[src/rtl/stack_ctrl.sv]
// Stack controller: TOS held in a register, lower entries spilled to / filled from an external RAM.
// Optional overflow/underflow protection via the STACK_CTRL_CHECK_EN macro (default: circular CPU-style stack).
module stack_ctrl #(
  parameter int WIDTH = 32,
  parameter int DEPTH = 4
) (
  input  logic             clk,
  input  logic             resetq,
  input  logic             push,
  input  logic             pop,
  input  logic [WIDTH-1:0] din,
  output logic [WIDTH-1:0] tos,
  output logic [WIDTH-1:0] nos,
  output logic [DEPTH+1:0] count,
  output logic             empty,
  output logic             full,
  output logic             ovf,
  output logic             unf,
  output logic [DEPTH-1:0] mem_ra,
  input  logic [WIDTH-1:0] mem_rd,
  output logic             mem_we,
  output logic [DEPTH-1:0] mem_wa,
  output logic [WIDTH-1:0] mem_wd
);

  localparam int CW = DEPTH + 2;
  localparam logic [CW-1:0]    CAP       = CW'((1 << DEPTH) + 1);
  localparam logic [CW-1:0]    CNT_ONE   = CW'(1);
  localparam logic [DEPTH-1:0] SP_ONE    = DEPTH'(1);
  localparam logic [DEPTH-1:0] SP_RESET  = '1;

  typedef enum logic [2:0] {
    OP_HOLD,
    OP_LOAD,     // push into an empty stack: TOS only, nothing to spill
    OP_PUSH,     // spill old TOS to RAM, load din
    OP_POP,      // fill TOS from RAM
    OP_DRAIN,    // pop the last entry
    OP_REPLACE,  // push&pop on a non-empty stack
    OP_OVF,
    OP_UNF
  } op_t;

  op_t op;

  logic [WIDTH-1:0] tos_reg, tos_next;
  logic [DEPTH-1:0] sp_reg, sp_next;
  logic [CW-1:0]    count_reg, count_next;
  logic             we;
  logic             is_empty, is_full;

  assign is_empty = (count_reg == '0);
  assign is_full  = (count_reg == CAP);

  // Operation decode: push&pop on an empty stack degenerates to a plain push.
  always_comb begin
    op = OP_HOLD;
    if (push && (!pop || is_empty)) begin
      if (is_empty) begin
        op = OP_LOAD;
      end else if (!is_full) begin
        op = OP_PUSH;
      end else begin
`ifdef STACK_CTRL_CHECK_EN
        op = OP_OVF;
`else
        op = OP_PUSH;
`endif
      end
    end else if (push && pop) begin
      op = OP_REPLACE;
    end else if (pop) begin
      if (count_reg > CNT_ONE) begin
        op = OP_POP;
      end else if (count_reg == CNT_ONE) begin
        op = OP_DRAIN;
      end else begin
`ifdef STACK_CTRL_CHECK_EN
        op = OP_UNF;
`else
        op = OP_POP;
`endif
      end
    end
  end

  always_comb begin
    tos_next   = tos_reg;
    sp_next    = sp_reg;
    count_next = count_reg;
    we         = 1'b0;
    unique case (op)
      OP_LOAD: begin
        tos_next   = din;
        count_next = CNT_ONE;
      end
      OP_PUSH: begin
        we       = 1'b1;
        sp_next  = sp_reg + SP_ONE;
        tos_next = din;
        // When full (circular mode) the oldest RAM entry is overwritten and count saturates.
        if (!is_full) count_next = count_reg + CNT_ONE;
      end
      OP_POP: begin
        tos_next = mem_rd;
        sp_next  = sp_reg - SP_ONE;
        if (!is_empty) count_next = count_reg - CNT_ONE;
      end
      OP_DRAIN: begin
        tos_next   = '0;
        count_next = '0;
      end
      OP_REPLACE: begin
        tos_next = din;
      end
      default: begin
      end
    endcase
  end

  always_ff @(posedge clk) begin
    if (!resetq) begin
      tos_reg   <= '0;
      sp_reg    <= SP_RESET;
      count_reg <= '0;
    end else begin
      tos_reg   <= tos_next;
      sp_reg    <= sp_next;
      count_reg <= count_next;
    end
  end

`ifdef STACK_CTRL_CHECK_EN
  logic ovf_reg, unf_reg;

  // Sticky error flags, cleared only by reset.
  always_ff @(posedge clk) begin
    if (!resetq) begin
      ovf_reg <= 1'b0;
      unf_reg <= 1'b0;
    end else begin
      if (op == OP_OVF) ovf_reg <= 1'b1;
      if (op == OP_UNF) unf_reg <= 1'b1;
    end
  end

  assign ovf = ovf_reg;
  assign unf = unf_reg;
`else
  assign ovf = 1'b0;
  assign unf = 1'b0;
`endif

  assign tos    = tos_reg;
  assign nos    = mem_rd;
  assign count  = count_reg;
  assign empty  = is_empty;
  assign full   = is_full;
  assign mem_ra = sp_reg;
  assign mem_wa = sp_reg + SP_ONE;
  assign mem_wd = tos_reg;
  assign mem_we = we;

endmodule
[config.mk]
export PLATFORM = sky130hd
export DESIGN_NAME = stack_ctrl
export DESIGN_NICKNAME = d
export VERILOG_FILES = /design/src/rtl/stack_ctrl.sv
export SDC_FILE = /design/constraint.sdc
export NUM_CORES = 1
export LEC_CHECK = 0
export BUFFER_PORTS_ARGS = -buffer_cell sky130_fd_sc_hd__buf_2
export CORE_MARGIN = 4
export CORE_UTILIZATION = 38
export DETAILED_ROUTE_END_ITERATION = 12
export PLACE_DENSITY = 0.76
export SETUP_SLACK_MARGIN = 0.05
export SYNTH_ARGS = -nofsm -noshare
export SYNTH_HDL_FRONTEND = slang
export SYNTH_SLANG_ARGS = --single-unit
[constraint.sdc]
create_clock -name clk -period 2 [get_ports clk]
set_input_delay 0.4 -clock clk [delete_from_list [all_inputs] [get_ports clk]]
set_output_delay 0.4 -clock clk [all_outputs]
set_load 0.1 [all_outputs]
Yosys cells after proc, flatten, opt, wreduce, memory -nomap -nowiden
Cells that the tools add are included.
{ "word_totals": {"regBits": 42, "elab_cells": 39} }
{ "op_classes": {"addsub": 4, "n_reduce_logical": 10, "mux": 12, "order_cmp": 1, "eq_ne": 9} }
{ "ops": {"columns": ["cell", "count"], "rows": [
  ["32-bit one-hot mux with 3 select lines", 1],
  ["6-bit one-hot mux with 4 select lines", 1],
  ["3-bit two-way mux", 5],
  ["6-bit two-way mux", 2],
  ["4-bit one-hot mux with 2 select lines", 1],
  ["6-bit by 1-bit adder with 6-bit output (second input constant)", 1],
  ["3-bit by 2-bit == test with 1-bit output (second input constant)", 2],
  ["3-bit == test (second input constant)", 2],
  ["6-bit by 1-bit == test with 1-bit output (second input constant)", 1],
  ["6-bit by 5-bit == test with 1-bit output (second input constant)", 1],
  ["6-bit by 1-bit greater-than comparator with 1-bit output (second input constant)", 1],
  ["6-bit logical NOT", 1],
  ["6-bit by 1-bit subtractor with 6-bit output (second input constant)", 1],
  ["4-bit by 1-bit adder with 4-bit output (second input constant)", 1],
  ["2-bit != test (second input constant)", 2],
  ["4-bit nonzero test", 1],
  ["4-bit by 1-bit subtractor with 4-bit output (second input constant)", 1],
  ["3-bit by 1-bit == test with 1-bit output (second input constant)", 1],
  ["3-bit AND reduction", 1],
  ["3-bit nonzero test", 1],
  ["3-bit OR reduction", 1],
  ["1-bit logical AND", 2],
  ["2-bit two-way mux", 1],
  ["2-bit nonzero test", 1],
  ["3 further kinds", 3]
]} }

Longest topological paths before layout
{ "logic_depth": {"ltp_word": 9, "mapped_depth": 8} }

Worst setup path before layout
No wires, ideal clock.
{ "synth_path": {"kind": "register to register", "start": "register sp_reg[0] (netlist: mem_ra[0])", "end": "register sp_reg[1] (netlist: mem_ra[1])", "required_time_ps": 1839, "period_less_slack_ps": 3468, "setup_slack_ps": -1468, "setup_time_ps": 161, "t_arrival_ps": 3307, "stages_incl_launch_ff": 6, "n_path_buf": 0, "cell_sequence": "dfxtp_1 -> inv_1 -> ha_1 -> o211ai_1 -> a21oi_1 -> o221ai_1"} }
{ "synth_via": {"elab_chain_len": 2, "word_cells_on_any_way": 3, "cone_classes": "add/sub: 2; mux: 1"} }
{ "synth_lines": {"columns": ["element", "line_no", "rtl"], "rows": [
  ["start: declaration", "46", "logic [DEPTH-1:0] sp_reg, sp_next;"],
  ["start signal: assignment", "127", "sp_reg <= sp_next;"],
  ["4-bit by 1-bit adder with 4-bit output", null, null],
  ["via mem_wa[1]", "22", "output logic [DEPTH-1:0] mem_wa,"],
  ["4-bit one-hot mux with 2 select lines", "91", "unique case (op)"]
]} }
The timed path passes the listed nets, and every way through them passes these cells.
A chain may end at the register's enable or synchronous reset.

Final worst setup path
{ "layout_path": {"start": "register count_reg[1] (netlist: count[1])", "end": "output port mem_we"} }
{ "layout_via": {"elab_chain_len": 8, "word_cells_on_any_way": 13, "cone_classes": "order compare: 1; eq/ne: 2; mux: 7; reduce/logical: 3"} }
{ "layout_lines": {"columns": ["element", "line_no", "rtl"], "rows": [
  ["start: declaration", "47", "logic [CW-1:0] count_reg, count_next;"],
  ["start signal: assignment", "128", "count_reg <= count_next;"],
  ["parallel branches: the longest is 5 deep, another holds 6-bit by 1-bit greater-than comparator with 1-bit output", null, null],
  ["3-bit two-way mux *", "57", "if (push && (!pop || is_empty)) begin"],
  ["3-bit by 2-bit == test with 1-bit output *", "91", null],
  ["1-bit two-way mux *", "91", null],
  ["end: declaration", "21", "output logic mem_we,"]
]} }
Every way passes the cells marked *.

==> results.cfg <==
[global_routing]
grt_max_degree = 33
gr-total-overflow = 0
grt_pass1_vias = 2608
grt_pass1_wl_mm = 12.95
grt.total_usage_pct = 18.87
antenna_found_initial = 0

[synthesis]
synth_top_area_cell = dfxtp_1
ys_async_sr_fraction_pct = 0
synthAdderAreaFrac_pct = 2.806
synth_top_area_share_pct = 31.43
syn_avg_cell_area_um2 = 8.231
synthesis.area_mm2 = 0.002675
ys.flop_type = dfxtp_1
synth_compound_gate_area_share_pct = 26.33
yosys-top-cells-count = buf_4 (66), dfxtp_1 (42), nor2_1 (39), a221oi_1 (32), o21ai_0 (32)
synth_edf_count = 0
seq_area_frac_synth_pct = 31.43
synth_xor_area_share_pct = 1.637
synth_area_leaders = dfxtp_1 (31%), buf_4 (19%), a221oi_1 (10%)
synth_cell_type_count = 50
syn_inst = 325
yosysMostFrequentCell = buf_4
ys_ff_latch = 42
synth_warnings = 0
synth_simple_gate_area_share_pct = 13.00
synth_mux_area_share_pct = 1.637
synth_top_family_by_area = compound AO/OA/AOI/OAI gates

[timing]
drv_slew = 0
tightestPinTransition_ns = 0.9210
hold_viol_final = 0
clock.fmax_ghz = 0.4757
relSlewSlack_pct = 38.53
setup_viol = 7
fin_skew_ns = 0.005161
post-route-min-period_ns = 2.102
rsz0062_at_grt = yes
fin_ws_ns = -0.1022
fin_crit_sh_pct = 105.1

[floorplan]
die-area_mm2 = 0.008446
die_h_um = 91.90
placementRows = 30
die_w_um = 91.90
core_region_area_mm2 = 0.006832
ios = 183
start_util_pct = 39.16

[cells_and_area]
layout-drive-gt1-share_pct = 56.76
area_growth_pct = 39.34
finalNonFillerCells = 547
multi_input_area_mm2 = 0.001423
fin_util_pct = 54.56
fill_cells = 653
nNetsFinal = 524
diodes = 0
regArea_um2 = 867.1
largest_reg_flops = 32

[min_path]
hold_class = primary input to flip-flop
hold_depth = 3
whs_endpoint = mem_wd[20]
min_from = din[20]

[setup_path]
crit_slowest_cell = or3b_4
path_cells = inv_4 -> ha_4 -> or3b_4 -> o21ai_4 -> inv_8 -> buf_12
r2r_cells = 9
rrSetupSlack_ns = -0.07
end_kind = output pin
required_ns = 1.60
critPathKind = flip-flop to output pin
path_max_fanout = 5
cp_slowest_stage_delay_ns = 0.42
r2r-end = mem_ra[2]
arrival_ns = 1.70
r2r-start = count[1]
worstSetupStartpointType = flip-flop

[cts]
h-tree-depth = 2
clk_latency_ns = 0.30
clk_pin_slew_ns = 0.09
cts_tree = done
cts_root_buf = clkbuf_8
cts_buffers = 5
cts.hold.buffers_added = 0
clkSinkCount = 42
clk_path_buf_depth = 2

[route]
vias_per_cell = 5.199
num_vias = 2844
drt-initial-drc-count = 137
first_pass_iters = 4
remaining_drc_errors = 0
postRouteAntennaNets = 0
avgRoutedWirePerCell_um = 15.39
postRouteWirelength_mm = 8.420

[job]
cap_violations = 0

[pwr]
max-vdd-ir-drop_mv = 0.5323
power_density_mw_per_mm2 = 1252
leakage_nw = 1.804
p_switching_mw = 2.705
clkPwrFrac_pct = 12.2
combinationalPowerShare_pct = 65.7
power.internal_mw = 1.963
swShare_pct = 57.95
power_frac_seq_pct = 22.1

[placement]
place_ws_ns = -0.04786
dp_cells = 533
port_buffers = 180
place_hpwl_mm = 6.361
gp_congestion = 0.8880

[outcome]
outcome = complete, but fails checks
violations = negative setup slack
## cells by family after synthesis
group / count (synthesis)
simple gates: 72
mux: 4
xor+xnor: 5
other cells: 1
buf+inv: 97
flops: 42
compound gates: 98
fa+ha+maj: 6
## cell type report
type / instances / area share, %
multi-input combinational: 187 / 38.17
timing repair buffer: 205 / 31.59
sequential: 42 / 23.26
tap: 96 / 3.223
clock buffer: 5 / 1.846
inverter: 9 / 1.343
clock inverter: 3 / 0.5707
## how the worst max path moves through the flow
stage | startpoint | to | depth (start not counted)
2_1_floorplan | mem_ra[0] | mem_ra[1] | 5
3_3_place_gp | count[1] | count[0] | 6
3_5_place_dp | count[1] | count[0] | 6
4_1_cts | count[1] | mem_we | 6
5_1_grt | count[1] | mem_we | 6
6_report | count[1] | mem_we | 6
## worst max-delay path, delay by kind of cell (launching register included)
family                     cells  cell delay [ns]
AOI/OAI and AO/OA              1             0.23
adders and majority gates      1             0.12
buffers and inverters          3             0.28
DFF                            1             0.36
and+or+nand+nor                1             0.42
## layout by cell type (no fill, tap or decap), types with 6 or more instances in the layout
| cell type | n |
|---|---|
| a221oi_1 | 25 |
| o21ai_0 | 32 |
| nor2_1 | 38 |
| buf_4 | 22 |
| a221oi_2 | 7 |
| dfxtp_1 | 33 |
| a21oi_1 | 7 |
| dfxtp_4 | 6 |
| buf_2 | 174 |
## metrics by stage
stage                     hold WS (ns)  instance area [µm²]  setup TNS (ns)  power [mW]
after detailed placement        0.5334                 3501        -0.04786       3.998
after global placement          0.5188                 3501        -0.02417       3.973
after floorplan                 0.5516                 2849          -1.011       3.504
final                           0.3268                 3727         -0.4067       4.668
after global routing            0.3171                 3727         -0.8512       4.838
after CTS                       0.3202                 3631         -0.3123       4.630
## power by group through the flow
stage | sequential, mW | clock (mW) | combinational [mW]
final | 1.03 | 0.572 | 3.07
after global routing | 1.05 | 0.619 | 3.17
after CTS | 1.03 | 0.590 | 3.01
after detailed placement | 1.05 | 0 | 2.95
after global placement | 1.04 | 0 | 2.93
after floorplan | 1.67 | 0 | 1.84
## routing by layer
metal | global-route usage (%) | wire, µm | up-vias
met4 | 5.941 | 108 | 0
li1 | - | - | 1367
met2 | 33.76 | 4329 | 151
met5 | 0 | 0 | -
met1 | 22.55 | 3201 | 1318
met3 | 3.774 | 781 | 8
## repair_timing
item / CTS / global route
setup endpoints to repair: 10 / 18
pin swaps: 1 / 2
gates resized for setup: 5 / 14
buffers inserted: 3 / 3
No activity file was read; power rests on OpenSTA's default activity.
